$ cat src/rtl/grant_tenure_if.sv
// Bus between the round-queue arbiter side and grant_tenure_ctrl.
// The arbiter/stimulus side uses the master modport and the controller uses the slave modport.
interface grant_tenure_if #(
    parameter int CNT_W = 8
);
    logic [3:0]       grant_i;
    logic [3:0]       done_i;
    logic [1:0]       cnt_sel_i;
    logic [3:0]       bus_owner_o;
    logic [1:0]       owner_id_o;
    logic             busy_o;
    logic             timeout_o;
    logic             drop_o;
    logic             onehot_err_o;
    logic [CNT_W-1:0] cnt_o;

    modport master (
        output grant_i, done_i, cnt_sel_i,
        input  bus_owner_o, owner_id_o, busy_o, timeout_o, drop_o, onehot_err_o, cnt_o
    );

    modport slave (
        input  grant_i, done_i, cnt_sel_i,
        output bus_owner_o, owner_id_o, busy_o, timeout_o, drop_o, onehot_err_o, cnt_o
    );
endinterface

$ cat src/rtl/grant_tenure_ctrl.sv
// Turns one-hot arbiter grant events into exclusive, time-bounded ownership of a shared resource.
// Define GRANT_TENURE_STATS_EN to build the per-user accepted-grant counters behind cnt_o.
module grant_tenure_ctrl #(
    parameter int TENURE_MAX = 8,
    parameter int CNT_W      = 8
) (
    input  logic          clk,
    input  logic          rst_n,
    grant_tenure_if.slave bus
);
    localparam int TW = $clog2(TENURE_MAX + 1);

    typedef enum logic [1:0] {
        IDLE    = 2'd0,
        OWNED   = 2'd1,
        RELEASE = 2'd2
    } state_t;

    state_t        state_q, state_nxt;
    logic [3:0]    grant_q;
    logic [3:0]    owner_q, owner_nxt;
    logic [1:0]    id_q, id_nxt;
    logic          busy_q, busy_nxt;
    logic          timeout_q, timeout_nxt;
    logic          drop_q, drop_nxt;
    logic          err_q, err_nxt;
    logic [TW-1:0] count_q, count_nxt;
    logic          event_c, onehot_c, valid_c, accept_c;

    // Grant vector bit 3 is user1, so user index 0 sits in the MSB.
    function automatic logic [1:0] enc_user(input logic [3:0] g);
        case (g)
            4'b1000: enc_user = 2'd0;
            4'b0100: enc_user = 2'd1;
            4'b0010: enc_user = 2'd2;
            default: enc_user = 2'd3;
        endcase
    endfunction

    function automatic logic is_onehot(input logic [3:0] g);
        is_onehot = (g != 4'b0000) && ((g & (g - 4'd1)) == 4'b0000);
    endfunction

    assign event_c  = (bus.grant_i != grant_q) && (bus.grant_i != 4'b0000);
    assign onehot_c = is_onehot(bus.grant_i);
    assign valid_c  = event_c && onehot_c;

    always_ff @(posedge clk or negedge rst_n) begin
        if (!rst_n) begin
            state_q   <= IDLE;
            grant_q   <= '0;
            owner_q   <= '0;
            id_q      <= '0;
            busy_q    <= 1'b0;
            timeout_q <= 1'b0;
            drop_q    <= 1'b0;
            err_q     <= 1'b0;
            count_q   <= '0;
        end else begin
            state_q   <= state_nxt;
            grant_q   <= bus.grant_i;
            owner_q   <= owner_nxt;
            id_q      <= id_nxt;
            busy_q    <= busy_nxt;
            timeout_q <= timeout_nxt;
            drop_q    <= drop_nxt;
            err_q     <= err_nxt;
            count_q   <= count_nxt;
        end
    end

    always_comb begin
        state_nxt   = state_q;
        owner_nxt   = owner_q;
        id_nxt      = id_q;
        busy_nxt    = busy_q;
        count_nxt   = count_q;
        timeout_nxt = 1'b0;
        drop_nxt    = 1'b0;
        err_nxt     = event_c && !onehot_c;
        accept_c    = 1'b0;
        case (state_q)
            IDLE: begin
                if (valid_c) begin
                    state_nxt = OWNED;
                    owner_nxt = bus.grant_i;
                    id_nxt    = enc_user(bus.grant_i);
                    busy_nxt  = 1'b1;
                    count_nxt = TW'(1);
                    accept_c  = 1'b1;
                end
            end
            OWNED: begin
                drop_nxt = valid_c;
                // A done from the owner takes priority over an expiring tenure.
                if ((bus.done_i & owner_q) != 4'b0000) begin
                    state_nxt = RELEASE;
                    owner_nxt = '0;
                    id_nxt    = '0;
                    busy_nxt  = 1'b0;
                    count_nxt = '0;
                end else if (count_q == TW'(TENURE_MAX)) begin
                    state_nxt   = RELEASE;
                    owner_nxt   = '0;
                    id_nxt      = '0;
                    busy_nxt    = 1'b0;
                    count_nxt   = '0;
                    timeout_nxt = 1'b1;
                end else begin
                    count_nxt = count_q + TW'(1);
                end
            end
            RELEASE: begin
                drop_nxt  = valid_c;
                state_nxt = IDLE;
            end
            default: begin
                state_nxt = IDLE;
                owner_nxt = '0;
                id_nxt    = '0;
                busy_nxt  = 1'b0;
                count_nxt = '0;
            end
        endcase
    end

    assign bus.bus_owner_o  = owner_q;
    assign bus.owner_id_o   = id_q;
    assign bus.busy_o       = busy_q;
    assign bus.timeout_o    = timeout_q;
    assign bus.drop_o       = drop_q;
    assign bus.onehot_err_o = err_q;

`ifdef GRANT_TENURE_STATS_EN
    logic [CNT_W-1:0] stats_q [4];

    function automatic logic [CNT_W-1:0] sat_inc(input logic [CNT_W-1:0] v);
        sat_inc = (v == {CNT_W{1'b1}}) ? v : v + {{(CNT_W-1){1'b0}}, 1'b1};
    endfunction

    always_ff @(posedge clk or negedge rst_n) begin
        if (!rst_n) begin
            for (int i = 0; i < 4; i++) stats_q[i] <= '0;
        end else if (accept_c) begin
            stats_q[enc_user(bus.grant_i)] <= sat_inc(stats_q[enc_user(bus.grant_i)]);
        end
    end

    assign bus.cnt_o = stats_q[bus.cnt_sel_i];
`else
    logic unused_sel;
    logic unused_accept;
    assign unused_sel    = ^bus.cnt_sel_i;
    assign unused_accept = accept_c;
    assign bus.cnt_o     = '0;
`endif
endmodule
$ cat src/flat_wrapper.sv
// flat-port wrapper written by rule: the top's interface ports become plain ports
module grant_tenure_ctrl_flat 
#(
    parameter int TENURE_MAX = 8,
    parameter int CNT_W      = 8
)
  (clk, rst_n, bus_grant_i, bus_done_i, bus_cnt_sel_i, bus_bus_owner_o, bus_owner_id_o, bus_busy_o, bus_timeout_o, bus_drop_o, bus_onehot_err_o, bus_cnt_o);
  grant_tenure_if #(.CNT_W(CNT_W)) bus_i ();
  input  logic clk;
  input  logic rst_n;
  input wire logic [$bits(bus_i.grant_i)-1:0] bus_grant_i;
  input wire logic [$bits(bus_i.done_i)-1:0] bus_done_i;
  input wire logic [$bits(bus_i.cnt_sel_i)-1:0] bus_cnt_sel_i;
  output wire logic [$bits(bus_i.bus_owner_o)-1:0] bus_bus_owner_o;
  output wire logic [$bits(bus_i.owner_id_o)-1:0] bus_owner_id_o;
  output wire logic [$bits(bus_i.busy_o)-1:0] bus_busy_o;
  output wire logic [$bits(bus_i.timeout_o)-1:0] bus_timeout_o;
  output wire logic [$bits(bus_i.drop_o)-1:0] bus_drop_o;
  output wire logic [$bits(bus_i.onehot_err_o)-1:0] bus_onehot_err_o;
  output wire logic [$bits(bus_i.cnt_o)-1:0] bus_cnt_o;
  assign bus_i.grant_i = bus_grant_i;
  assign bus_i.done_i = bus_done_i;
  assign bus_i.cnt_sel_i = bus_cnt_sel_i;
  assign bus_bus_owner_o = bus_i.bus_owner_o;
  assign bus_owner_id_o = bus_i.owner_id_o;
  assign bus_busy_o = bus_i.busy_o;
  assign bus_timeout_o = bus_i.timeout_o;
  assign bus_drop_o = bus_i.drop_o;
  assign bus_onehot_err_o = bus_i.onehot_err_o;
  assign bus_cnt_o = bus_i.cnt_o;
  grant_tenure_ctrl #(.TENURE_MAX(TENURE_MAX), .CNT_W(CNT_W)) u_core (.clk(clk), .rst_n(rst_n), .bus(bus_i));
endmodule
$ cat config.mk
export PLATFORM = sky130hd
export DESIGN_NAME = grant_tenure_ctrl_flat
export DESIGN_NICKNAME = d
export VERILOG_FILES = /design/src/rtl/grant_tenure_if.sv /design/src/rtl/grant_tenure_ctrl.sv /design/src/flat_wrapper.sv
export SDC_FILE = /design/constraint.sdc
export NUM_CORES = 1
export LEC_CHECK = 0
export CAP_MARGIN = 10
export CORE_MARGIN = 8
export CORE_UTILIZATION = 40
export CTS_BUF_LIST = sky130_fd_sc_hd__clkbuf_2
export DETAILED_ROUTE_END_ITERATION = 10
export PLACE_DENSITY = 0.71
export SKIP_CTS_REPAIR_TIMING = 1
export SYNTH_ARGS = -nofsm -noshare
export SYNTH_HDL_FRONTEND = slang
export SYNTH_SLANG_ARGS = --single-unit
$ cat constraint.sdc
create_clock -name clk -period 2.3 [get_ports clk]
set_input_delay 0.69 -clock clk [delete_from_list [all_inputs] [get_ports clk]]
set_output_delay 0.69 -clock clk [all_outputs]
set_load 0.005 [all_outputs]
==> results of run 1 <==
[per-stage QoR]
step / setup WS (ns) / instances / power, mW / cell area (um2) / hold WS, ns
floorplan: 0.145 / 113 / 0.956 / 1190 / 0.394
detailed placement: -0.465 / 166 / 1.23 / 1430 / 0.508
global placement: -0.408 / 166 / 1.21 / 1430 / 0.496
CTS: -0.105 / 169 / 1.38 / 1450 / 0.545
global route: 0.0236 / 169 / 1.50 / 1480 / 0.560
finish: 0.121 / 169 / 1.38 / 1480 / 0.540
[worst reg2reg max path, cell delays in order (launching register included)]
cell and delay [ns]:
sky130_fd_sc_hd__dfrtp_1 0.44, sky130_fd_sc_hd__inv_1 0.10, sky130_fd_sc_hd__ha_1 0.18, sky130_fd_sc_hd__a21boi_0 0.25
sky130_fd_sc_hd__and3_2 0.27, sky130_fd_sc_hd__a2111oi_4 0.06, sky130_fd_sc_hd__buf_4 0.18, sky130_fd_sc_hd__a22o_1 0.18
sky130_fd_sc_hd__a22o_2 0.20
[power groups by stage]
| stage | Clock [mW] | Combinational, mW | Sequential, mW |
|---|---|---|---|
| after detailed placement | 0 | 0.710 | 0.524 |
| after CTS | 0.149 | 0.713 | 0.517 |
| after global placement | 0 | 0.690 | 0.521 |
| final | 0.144 | 0.720 | 0.515 |
| after global routing | 0.165 | 0.809 | 0.527 |
| after floorplan | 0 | 0.446 | 0.510 |
[per-layer routing]
metal / wire [um] / GRT usage / up-vias
li1: - / - / 434
met1: 1110 / 0.121 / 428
met2: 1270 / 0.171 / 19
met3: 145 / 0.0452 / 2
met4: 6 / 0.0201 / 0
met5: 0 / 0 / -
[cells by family (layout without fill, tap and decap cells)]
kind of cell | after synthesis | in the layout | synth area share
xor gates and xnor gates | 6 | 6 | 0.0453
and+or+nand+nor | 24 | 24 | 0.119
adders and majority gates | 6 | 6 | 0.0626
buffers and inverters | 19 | 44 | 0.107
AOI/OAI and AO/OA | 29 | 29 | 0.223
DFF | 20 | 20 | 0.431
other | 1 | 8 | 0.00323
muxes | 1 | 1 | 0.00863
[sequential cells by signal, summed over array words and instances, names as in the netlist, 2 cells and up]
name and cells:
u_core.state_q 2, u_core.count_q 4, u_core.bus.bus_owner_o 4, u_core.bus.owner_id_o 2, u_core.grant_q 4
[cell type report]
type / count / share of cell area
repair buffers: 35 / 0.216
clock buffers: 3 / 0.0101
multi-input cells: 74 / 0.394
inverters: 6 / 0.0152
flip-flops and latches: 20 / 0.338
well taps: 31 / 0.0262
[cell usage after synthesis (all sizes together), types with 2 or more instances]
cell type	instances
o21ai	2
xor2	4
a21o	2
nand3	5
a211oi	2
nand2	5
a22o	10
ha	5
inv	6
dfrtp	20
xnor2	2
a21oi	3
nor3	2
buf	11
nor2	6
clkbuf	2
[how the worst min path moves through the flow]
| stage | endpoint | slack (ns) | depth (start not counted) |
|---|---|---|---|
| 3_3_place_gp | u_core.bus.owner_id_o[1] | 0.50 | 2 |
| 2_1_floorplan | u_core.bus.bus_owner_o[0] | 0.39 | 0 |
| 5_1_grt | u_core.bus.busy_o | 0.56 | 1 |
| 3_5_place_dp | u_core.bus.owner_id_o[1] | 0.51 | 2 |
| 6_report | u_core.bus.owner_id_o[1] | 0.54 | 2 |
| 4_1_cts | u_core.bus.owner_id_o[1] | 0.54 | 2 |
==> reports/qor.log, run 1 <==
qor: floorplan.die_h 69.9 um
qor: sta.slew_limit_fails 0
qor: pwr.leakagePower 0.697 nW
qor: logic_synthesis.synth-edff-count 0
qor: route.remaining_drc_errors 0
qor: setup_path.worst_path_fanout_max 7
qor: pwr.p_switching 0.535 mW
qor: cells_and_area.layout-area-overhead-vs-synth 27.6%
qor: route.routed_wl 2.53 mm
qor: logic_synthesis.synth-seq-cells 20
qor: place.routability_congestion 0.807
qor: sta.setup-tns-final 0 ns
qor: clock_tree.root_driver sky130_fd_sc_hd__clkbuf_2
qor: logic_synthesis.asyncSetResetFlopFracSynth 1.00
qor: setup_path.end_kind flop
qor: logic_synthesis.yosys.cell_types.count 37
qor: logic_synthesis.synth.yosys.seq_area_share 0.431
qor: global_routing.globalRouteTotalUtil 0.103
qor: setup_path.critPathRequiredTime 2.54 ns
qor: clock_tree.cts_buffer_depth 2
qor: logic_synthesis.cell_area_after_synthesis 0.00116 mm2
qor: min_path.worst_hold_startpoint u_core.bus.owner_id_o[1]
qor: clock_tree.tritoncts_sinks 20
qor: setup_path.rr_worst_depth 8
qor: route.drt.antenna.violating_nets 0
qor: sta.grt_setup_unrepaired false
qor: status.run_status completed
qor: logic_synthesis.syn_avg_cell_area 10.9 um2
qor: setup_path.crit_path_cell_trace clkdlybuf4s50_1, a222oi_1, and3_2, a2111oi_4, buf_4, a22o_1, a22o_2
qor: floorplan.initial_utilization 0.421
qor: sta.final_period_minus_worst_setup_slack 2.18 ns
qor: sta.max_freq 0.459 GHz
qor: sta.finalHoldViolations 0
qor: logic_synthesis.yosys.area.top_type sky130_fd_sc_hd__dfrtp_1
qor: clock_tree.path_clk_slew 0.19 ns
qor: cells_and_area.antenna_cells_inserted 0
qor: setup_path.worst-endpoint-arrival 2.42 ns
qor: cells_and_area.layout-drive-gt1-share 0.239
qor: pwr.p_comb_frac 0.522
qor: pwr.vdd_ir_drop_max 0.000514 V
qor: floorplan.pin_count 30
qor: logic_synthesis.synthFlopType sky130_fd_sc_hd__dfrtp_1
qor: logic_synthesis.synth_area_leaders sky130_fd_sc_hd__dfrtp_1, sky130_fd_sc_hd__ha_1, sky130_fd_sc_hd__buf_4, sky130_fd_sc_hd__a22o_1, sky130_fd_sc_hd__a22o_2
qor: global_routing.grt_max_degree 21
qor: setup_path.endpoint u_core.bus.bus_owner_o[1]
qor: setup_path.worst_setup_path_start_kind primary input
qor: place.io_buffers 19
qor: sta.finClkSkew 0.0111 ns
qor: setup_path.timing.critical_path.buf_inv 2
qor: clock_tree.clock_tree_from_tritoncts done
qor: setup_path.setup_crit_path_kind in2reg
qor: sta.max_slew_margin 0.660
qor: cells_and_area.multi_input_area 583 um2
qor: route.drt_first_iter_violations 29
qor: global_routing.first_global_vias 895
qor: setup_path.crit_path_top_delay_cell sky130_fd_sc_hd__clkdlybuf4s50_1
qor: global_routing.antenna_violations_before_repair 0
qor: pwr.internal-power 0.844 mW
qor: place.dpl.hpwl 1.87 mm
qor: setup_path.critical_path.reg2reg.endpoint u_core.bus.bus_owner_o[1]
qor: logic_synthesis.syn-instance-count 106
qor: cells_and_area.register_cell_area_after_layout 500 um2
qor: pwr.power_frac_seq 0.374
qor: logic_synthesis.yosys_warnings 0
qor: global_routing.grt-ovfl-total 0
qor: setup_path.setup.worst_path.start bus_done_i[0]
qor: sta.share_of_the_clock_period_used_by_the_worst_path_after_layout 0.947
qor: pwr.p_sw_frac 0.388
qor: job.maxCapViolations 0
qor: setup_path.reg2reg_from u_core.state_q[1]
qor: floorplan.die_area 0.00488 mm2
qor: route.drt_pass_1_iters 4
qor: sta.timing_worst_slew_pin_value 0.510 ns
qor: cells_and_area.filler_cells 262
qor: global_routing.grt_pass1_wl 4.27 mm
qor: pwr.power.clock.fraction 0.104
qor: cells_and_area.finish.net_count 157
qor: sta.setup_viol 0
qor: clock_tree.cts_inserted_buffers 3
qor: setup_path.critPathTopFamily compound AO/OA/AOI/OAI gates
qor: min_path.min-delay-path-class reg2reg
qor: setup_path.timing.reg2reg.setup_slack 0.37 ns
qor: route.vias 883
qor: pwr.powerDensity 932 mW/mm2
qor: cells_and_area.most_common_cell_after_layout_fill_and_taps_aside sky130_fd_sc_hd__dfrtp_1
qor: setup_path.path_depth 7
qor: clock_tree.insertion_delay 0.32 ns
qor: cells_and_area.mostFrequentLayoutCells sky130_fd_sc_hd__dfrtp_1, sky130_fd_sc_hd__buf_4, sky130_fd_sc_hd__clkdlybuf4s50_1
qor: route.detail_route.wl_per_cell 14.9 um
qor: route.drt-vias-per-instance 5.22
qor: setup_path.critical_path.max_stage_delay 0.40 ns
qor: clock_tree.cts_max_level 1
qor: floorplan.rows 19
qor: logic_synthesis.synth_top_cell_area_share 0.431
qor: floorplan.core_region_area 0.00276 mm2
qor: floorplan.die_width 69.9 um
qor: cells_and_area.utilization 0.537
(Power assumes the default switching activity.)
==> run 2, diff against run 1 <==
CORE_MARGIN = not set   (was 8)
==> run 2 against run 1 <==
Effect of this change: non-clock buffer count increased by 6; sequential power barely moved; clock-buffer cell count did not move; first-iteration DRC count is 21% lower; critical path depth unchanged; sequential share of layout area is 0.84 points lower; fmax shrank 0.23%; combinational power fell by 1%; flip-flop and latch count stayed put; worst hold slack improved by 0.012 ns; highest routed layer unchanged.
==> reports/qor.log, run 2 (synthesized netlist as in run 1, its figures left out) <==
qor: status.run_status completed
qor: setup_path.timing.reg2reg.setup_slack 0.33 ns [-0.04 ns]
qor: cells_and_area.finalInstanceArea 0.00152 mm2 [+2.5%]
qor: floorplan.rows 19 [unchanged]
qor: setup_path.worst_path_fanout_max 7 [unchanged]
qor: pwr.leakagePower 0.724 nW [+3.9%]
qor: setup_path.worst_setup_path_start_kind primary input
qor: clock_tree.path_clk_slew 0.20 ns [about the same]
qor: sta.final_period_minus_worst_setup_slack 2.18 ns [+0.00499 ns]
qor: floorplan.die_area 0.00312 mm2 [-36%]
qor: route.drt_first_iter_violations 23 [-21%]
qor: setup_path.setup_crit_path_kind in2reg
qor: route.vias 915 [+3.6%]
qor: cells_and_area.layout-area-overhead-vs-synth 30.9%
qor: place.post-place-cells 170 [+2.4%]
qor: cells_and_area.finish.net_count 163 [+3.8%]
qor: sta.setup-tns-final 0 ns [unchanged]
qor: floorplan.core_region_area 0.00276 mm2 [unchanged]
qor: cells_and_area.most_common_cell_after_layout_fill_and_taps_aside sky130_fd_sc_hd__buf_4
qor: floorplan.die_h 55.9 um [-20%]
qor: sta.max_slew_margin 0.664 [+0.00449]
qor: clock_tree.root_driver sky130_fd_sc_hd__clkbuf_2
qor: min_path.timing.hold.worst_endpoint u_core.bus.owner_id_o[1]
qor: global_routing.grt_max_degree 21 [unchanged]
qor: job.maxCapViolations 0 [unchanged]
qor: clock_tree.clock_tree_from_tritoncts done
qor: pwr.vdd_ir_drop_max 0.000467 V [-9.1%]
qor: sta.timing_worst_slew_pin_value 0.503 ns [-0.00674 ns]
qor: cells_and_area.post_layout_nonfiller_instances 176 [+4.1%]
qor: sta.finClkSkew 0.0131 ns [+0.00197 ns]
qor: cells_and_area.mostFrequentLayoutCells sky130_fd_sc_hd__buf_4, sky130_fd_sc_hd__dfrtp_1, sky130_fd_sc_hd__clkdlybuf4s50_1
qor: sta.finalHoldViolations 0 [unchanged]
qor: route.drt_pass_1_iters 4 [unchanged]
qor: place.dpl.hpwl 1.68 mm [-11%]
qor: sta.grt_setup_unrepaired false
qor: setup_path.end_kind flop
qor: min_path.min-delay-path-class reg2reg
qor: global_routing.grt_pass1_wl 3.99 mm [-6.6%]
qor: route.drt.antenna.violating_nets 0 [unchanged]
qor: clock_tree.insertion_delay 0.32 ns [about the same]
qor: clock_tree.cts_buffer_depth 2 [unchanged]
qor: floorplan.initial_utilization 0.421 [unchanged]
qor: clock_tree.tritoncts_sinks 20 [unchanged]
qor: min_path.worst_hold_startpoint u_core.bus.owner_id_o[1]
qor: place.placedInstanceArea 0.00146 mm2 [+2.1%]
qor: floorplan.die_width 55.9 um [-20%]
qor: setup_path.reg2reg_from u_core.state_q[1]
qor: sta.share_of_the_clock_period_used_by_the_worst_path_after_layout 0.949 [+0.00217]
qor: sta.max_freq 0.458 GHz [-0.23%]
qor: min_path.min_delay_path_depth 2 [unchanged]
qor: sta.final_hold_slack 0.552 ns [+0.0120 ns]
qor: setup_path.rr_worst_depth 8 [unchanged]
qor: floorplan.pin_count 30 [unchanged]
qor: cells_and_area.layout-drive-gt1-share 0.255 [+0.0160]
qor: sta.setup_viol 0 [unchanged]
qor: sta.slew_limit_fails 0 [unchanged]
qor: global_routing.globalRouteTotalUtil 0.161 [+0.0578]
qor: cells_and_area.antenna_cells_inserted 0 [unchanged]
qor: route.remaining_drc_errors 0 [unchanged]
qor: pwr.report.power.total 1.38 mW [-0.18%]
qor: route.routed_wl 2.34 mm [-7.3%]
qor: global_routing.first_global_vias 896 [+0.11%]
qor: setup_path.critPathRequiredTime 2.54 ns [about the same]
qor: place.io_buffers 19 [unchanged]
qor: place.routability_congestion 0.767 [-5.0%]
qor: clock_tree.cts_max_level 1 [unchanged]
qor: pwr.powerDensity 907 mW/mm2 [-2.6%]
qor: route.drt-vias-per-instance 5.20 [-0.50%]
qor: setup_path.worst-endpoint-arrival 2.42 ns [about the same]
qor: global_routing.grt-ovfl-total 0 [unchanged]
qor: clock_tree.cts_inserted_buffers 3 [unchanged]
qor: setup_path.critical_path.reg2reg.endpoint u_core.bus.owner_id_o[0]
qor: route.detail_route.wl_per_cell 13.3 um [-11%]
qor: global_routing.antenna_violations_before_repair 0 [unchanged]
## run 2: per-stage QoR
step                 util  setup slack [ns]
floorplan               -             0.145
global placement    0.531            -0.420
detailed placement  0.531            -0.441
CTS                 0.538           -0.0895
global route        0.550            0.0693
finish              0.550             0.116
## run 2: worst max path at each step
stage | slack [ns] | cells after the start | from | end
CTS | -0.09 | 6 | bus_grant_i[1] | u_core.count_q[3]
floorplan | 0.15 | 6 | bus_grant_i[2] | u_core.bus.bus_owner_o[2]
finish | 0.12 | 7 | bus_done_i[0] | u_core.bus.owner_id_o[0]
global route | 0.07 | 7 | bus_done_i[0] | u_core.bus.owner_id_o[0]
detailed placement | -0.44 | 6 | bus_grant_i[1] | u_core.count_q[3]
global placement | -0.42 | 6 | bus_grant_i[1] | u_core.count_q[3]
## run 2: metal layers
metal  wire length [um]  vias up  track usage
met5                  0        -            0
met4                 20        0       0.0627
met1               1060      446        0.217
met3                 80        4       0.0233
li1                   -      444            -
met2               1180       21        0.262
## run 2: area by class of cell
cell class                      instances  area [um2]
Clock inverter                          1        3.75
Timing Repair Buffer                   41         363
Clock buffer                            3        15.0
Tap cell                               31        38.8
Multi-Input combinational cell         74         574
Inverter                                6        22.5
Fill cell                             265        1240
Sequential cell                        20         500
## run 2: worst max-delay path, cell delays in order
cell and delay, ns:
sky130_fd_sc_hd__clkdlybuf4s50_1 0.40, sky130_fd_sc_hd__a222oi_1 0.40, sky130_fd_sc_hd__and3_1 0.31, sky130_fd_sc_hd__a2111oi_4 0.07
sky130_fd_sc_hd__buf_4 0.16, sky130_fd_sc_hd__a22o_1 0.17, sky130_fd_sc_hd__a22o_2 0.21
## run 2: power by group
group / internal, mW / switching [mW]
clock network: 0.0378 / 0.108
registers: 0.440 / 0.0781
logic: 0.370 / 0.343
==> run 3, diff against run 2 <==
HOLD_SLACK_MARGIN = 0.03   (was not set)
SKIP_CTS_REPAIR_TIMING = not set   (was 1)
==> run 3 against run 2 <==
Effect of this change: worst hold slack worse by 0.0012 ns; global-route usage unchanged; register-to-register slack about the same; highest routed layer unchanged.
==> reports/qor.log, run 3 (synthesized netlist as in run 1, its figures left out) <==
qor: status.run_status completed
qor: sta.finalHoldViolations 0 [unchanged]
qor: cells_and_area.register_cell_area_after_layout 500 um2 [unchanged]
qor: clock_tree.cts_buffer_depth 2 [unchanged]
qor: place.io_buffers 19 [unchanged]
qor: min_path.min-delay-path-class reg2reg
qor: setup_path.critPathRequiredTime 2.53 ns [about the same]
qor: sta.grt_setup_unrepaired false
qor: cells_and_area.layout-drive-gt1-share 0.245 [-0.0104]
qor: sta.setup-tns-final 0 ns [unchanged]
qor: global_routing.grt-ovfl-total 0 [unchanged]
qor: floorplan.die_h 55.9 um [unchanged]
qor: global_routing.grt_pass1_wl 3.99 mm [unchanged]
qor: floorplan.die_area 0.00312 mm2 [unchanged]
qor: route.drt-vias-per-instance 5.21 [+0.27%]
qor: place.routability_congestion 0.767 [unchanged]
qor: setup_path.setup_crit_path_kind in2reg
qor: cells_and_area.finalInstanceArea 0.00150 mm2 [-1.3%]
qor: cells_and_area.antenna_cells_inserted 0 [unchanged]
qor: clock_tree.insertion_delay 0.31 ns [about the same]
qor: sta.slew_limit_fails 0 [unchanged]
qor: sta.max_slew_margin 0.655 [-0.00936]
qor: cells_and_area.utilization 0.543 [-0.00726]
qor: clock_tree.root_driver sky130_fd_sc_hd__clkbuf_2
qor: cells_and_area.filler_cells 269 [+1.5%]
qor: global_routing.grt_max_degree 21 [unchanged]
qor: cells_and_area.mostFrequentLayoutCells sky130_fd_sc_hd__buf_4, sky130_fd_sc_hd__dfrtp_1, sky130_fd_sc_hd__clkdlybuf4s50_1
qor: floorplan.core_region_area 0.00276 mm2 [unchanged]
qor: clock_tree.clock_tree_from_tritoncts done
qor: global_routing.antenna_violations_before_repair 0 [unchanged]
qor: sta.finClkSkew 0.0119 ns [-0.00117 ns]
qor: setup_path.end_kind flop
qor: sta.final_period_minus_worst_setup_slack 2.18 ns [+0.000338 ns]
qor: clock_tree.tritoncts_sinks 20 [unchanged]
qor: route.detail_route.wl_per_cell 13.2 um [-0.62%]
qor: route.routed_wl 2.30 mm [-1.8%]
qor: route.drt_pass_1_iters 4 [unchanged]
qor: floorplan.rows 19 [unchanged]
qor: sta.setup_viol 0 [unchanged]
qor: sta.share_of_the_clock_period_used_by_the_worst_path_after_layout 0.950 [about the same]
qor: floorplan.pin_count 30 [unchanged]
qor: sta.timing_worst_slew_pin_value 0.517 ns [+0.0140 ns]
qor: setup_path.worst-endpoint-arrival 2.42 ns [about the same]
qor: route.drt_first_iter_violations 25 [+8.7%]
qor: clock_tree.cts_max_level 1 [unchanged]
qor: pwr.leakagePower 0.700 nW [-3.3%]
qor: sta.final_hold_slack 0.551 ns [-0.00117 ns]
qor: global_routing.first_global_vias 896 [unchanged]
qor: clock_tree.path_clk_slew 0.19 ns [about the same]
qor: route.vias 907 [-0.87%]
qor: place.dpl.hpwl 1.68 mm [unchanged]
qor: cells_and_area.multi_input_area 574 um2 [unchanged]
qor: floorplan.initial_utilization 0.421 [unchanged]
qor: cells_and_area.finish.net_count 161 [-1.2%]
qor: route.drt.antenna.violating_nets 0 [unchanged]
qor: clock_tree.cts_setup_buffers 0
qor: setup_path.worst_setup_path_start_kind primary input
qor: pwr.vdd_ir_drop_max 0.000469 V [+0.38%]
qor: route.remaining_drc_errors 0 [unchanged]
qor: sta.max_freq 0.458 GHz [about the same]
qor: global_routing.globalRouteTotalUtil 0.161 [unchanged]
qor: job.maxCapViolations 0 [unchanged]
qor: clock_tree.cts_inserted_buffers 3 [unchanged]
qor: cells_and_area.layout-area-overhead-vs-synth 29.1%
qor: pwr.powerDensity 916 mW/mm2 [+1.0%]
qor: setup_path.worst_path_fanout_max 7 [unchanged]
qor: place.placedInstanceArea 0.00146 mm2 [unchanged]
qor: floorplan.die_width 55.9 um [unchanged]
[run 3: changes by cell type in the layout (fill, tap and decap cells not counted), sizes merged]
cell | previous run | this run
buf | 21 | 20
clkbuf | 4 | 3
dlygate4sd2 | 0 | 2
dlymetal6s2s | 4 | 2
[run 3: routing by layer]
metal	vias to the layer above	track usage	part of all wire
met5	-	0	0
met4	0	0.0627	0.011
met3	4	0.0233	0.035
met2	21	0.262	0.49
met1	441	0.217	0.47
li1	441	-	-
[run 3: worst paths after layout]
kind | slack, ns | cells after the start | start | end
worst min register to register | 0.55 | 2 | u_core.bus.owner_id_o[1] | u_core.bus.owner_id_o[1]
max in group asynchronous | 1.41 | 2 | rst_n | u_core.count_q[3]
worst min-delay path | 0.55 | 2 | u_core.bus.owner_id_o[1] | u_core.bus.owner_id_o[1]
worst max-delay path | 0.12 | 7 | bus_done_i[0] | u_core.bus.owner_id_o[0]
worst max register to register | 0.32 | 8 | u_core.state_q[1] | u_core.bus.owner_id_o[0]
min in group asynchronous | 0.68 | 2 | rst_n | u_core.bus.timeout_o
[run 3: area by class of cell]
type / instances / area share
repair buffers: 39 / 0.229
flip-flops and latches: 20 / 0.334
inverters: 6 / 0.0150
clock inverters: 1 / 0.00251
well taps: 31 / 0.0259
multi-input cells: 74 / 0.383
clock buffers: 3 / 0.0100
[run 3: report_power, final]
group	switching, mW	total (mW)	internal, mW
clock network	0.107	0.145	0.0378
logic	0.343	0.709	0.366
registers	0.0779	0.518	0.440
[run 3: what timing repair did]
action | 4_1_cts | 5_1_grt
resized for setup | 3 | 4
hold buffers | 0 | 0
pin swaps | 0 | 0
endpoints found under the setup margin | 9 | 9
[run 3: critical path: stages]
cell                              delay, ns
sky130_fd_sc_hd__clkdlybuf4s50_1       0.40
sky130_fd_sc_hd__a222oi_1              0.40
sky130_fd_sc_hd__and3_1                0.31
sky130_fd_sc_hd__a2111oi_4             0.07
sky130_fd_sc_hd__buf_4                 0.16
sky130_fd_sc_hd__a22o_1                0.17
sky130_fd_sc_hd__a22o_2                0.21
[run 3: per-stage QoR]
step | setup WS (ns) | power, mW | cells
final | 0.116 | 1.37 | 174
after global routing | 0.0693 | 1.49 | 174
after CTS | 0.000372 | 1.38 | 174
after detailed placement | -0.441 | 1.24 | 170
after global placement | -0.420 | 1.21 | 170
after floorplan | 0.145 | 0.956 | 113
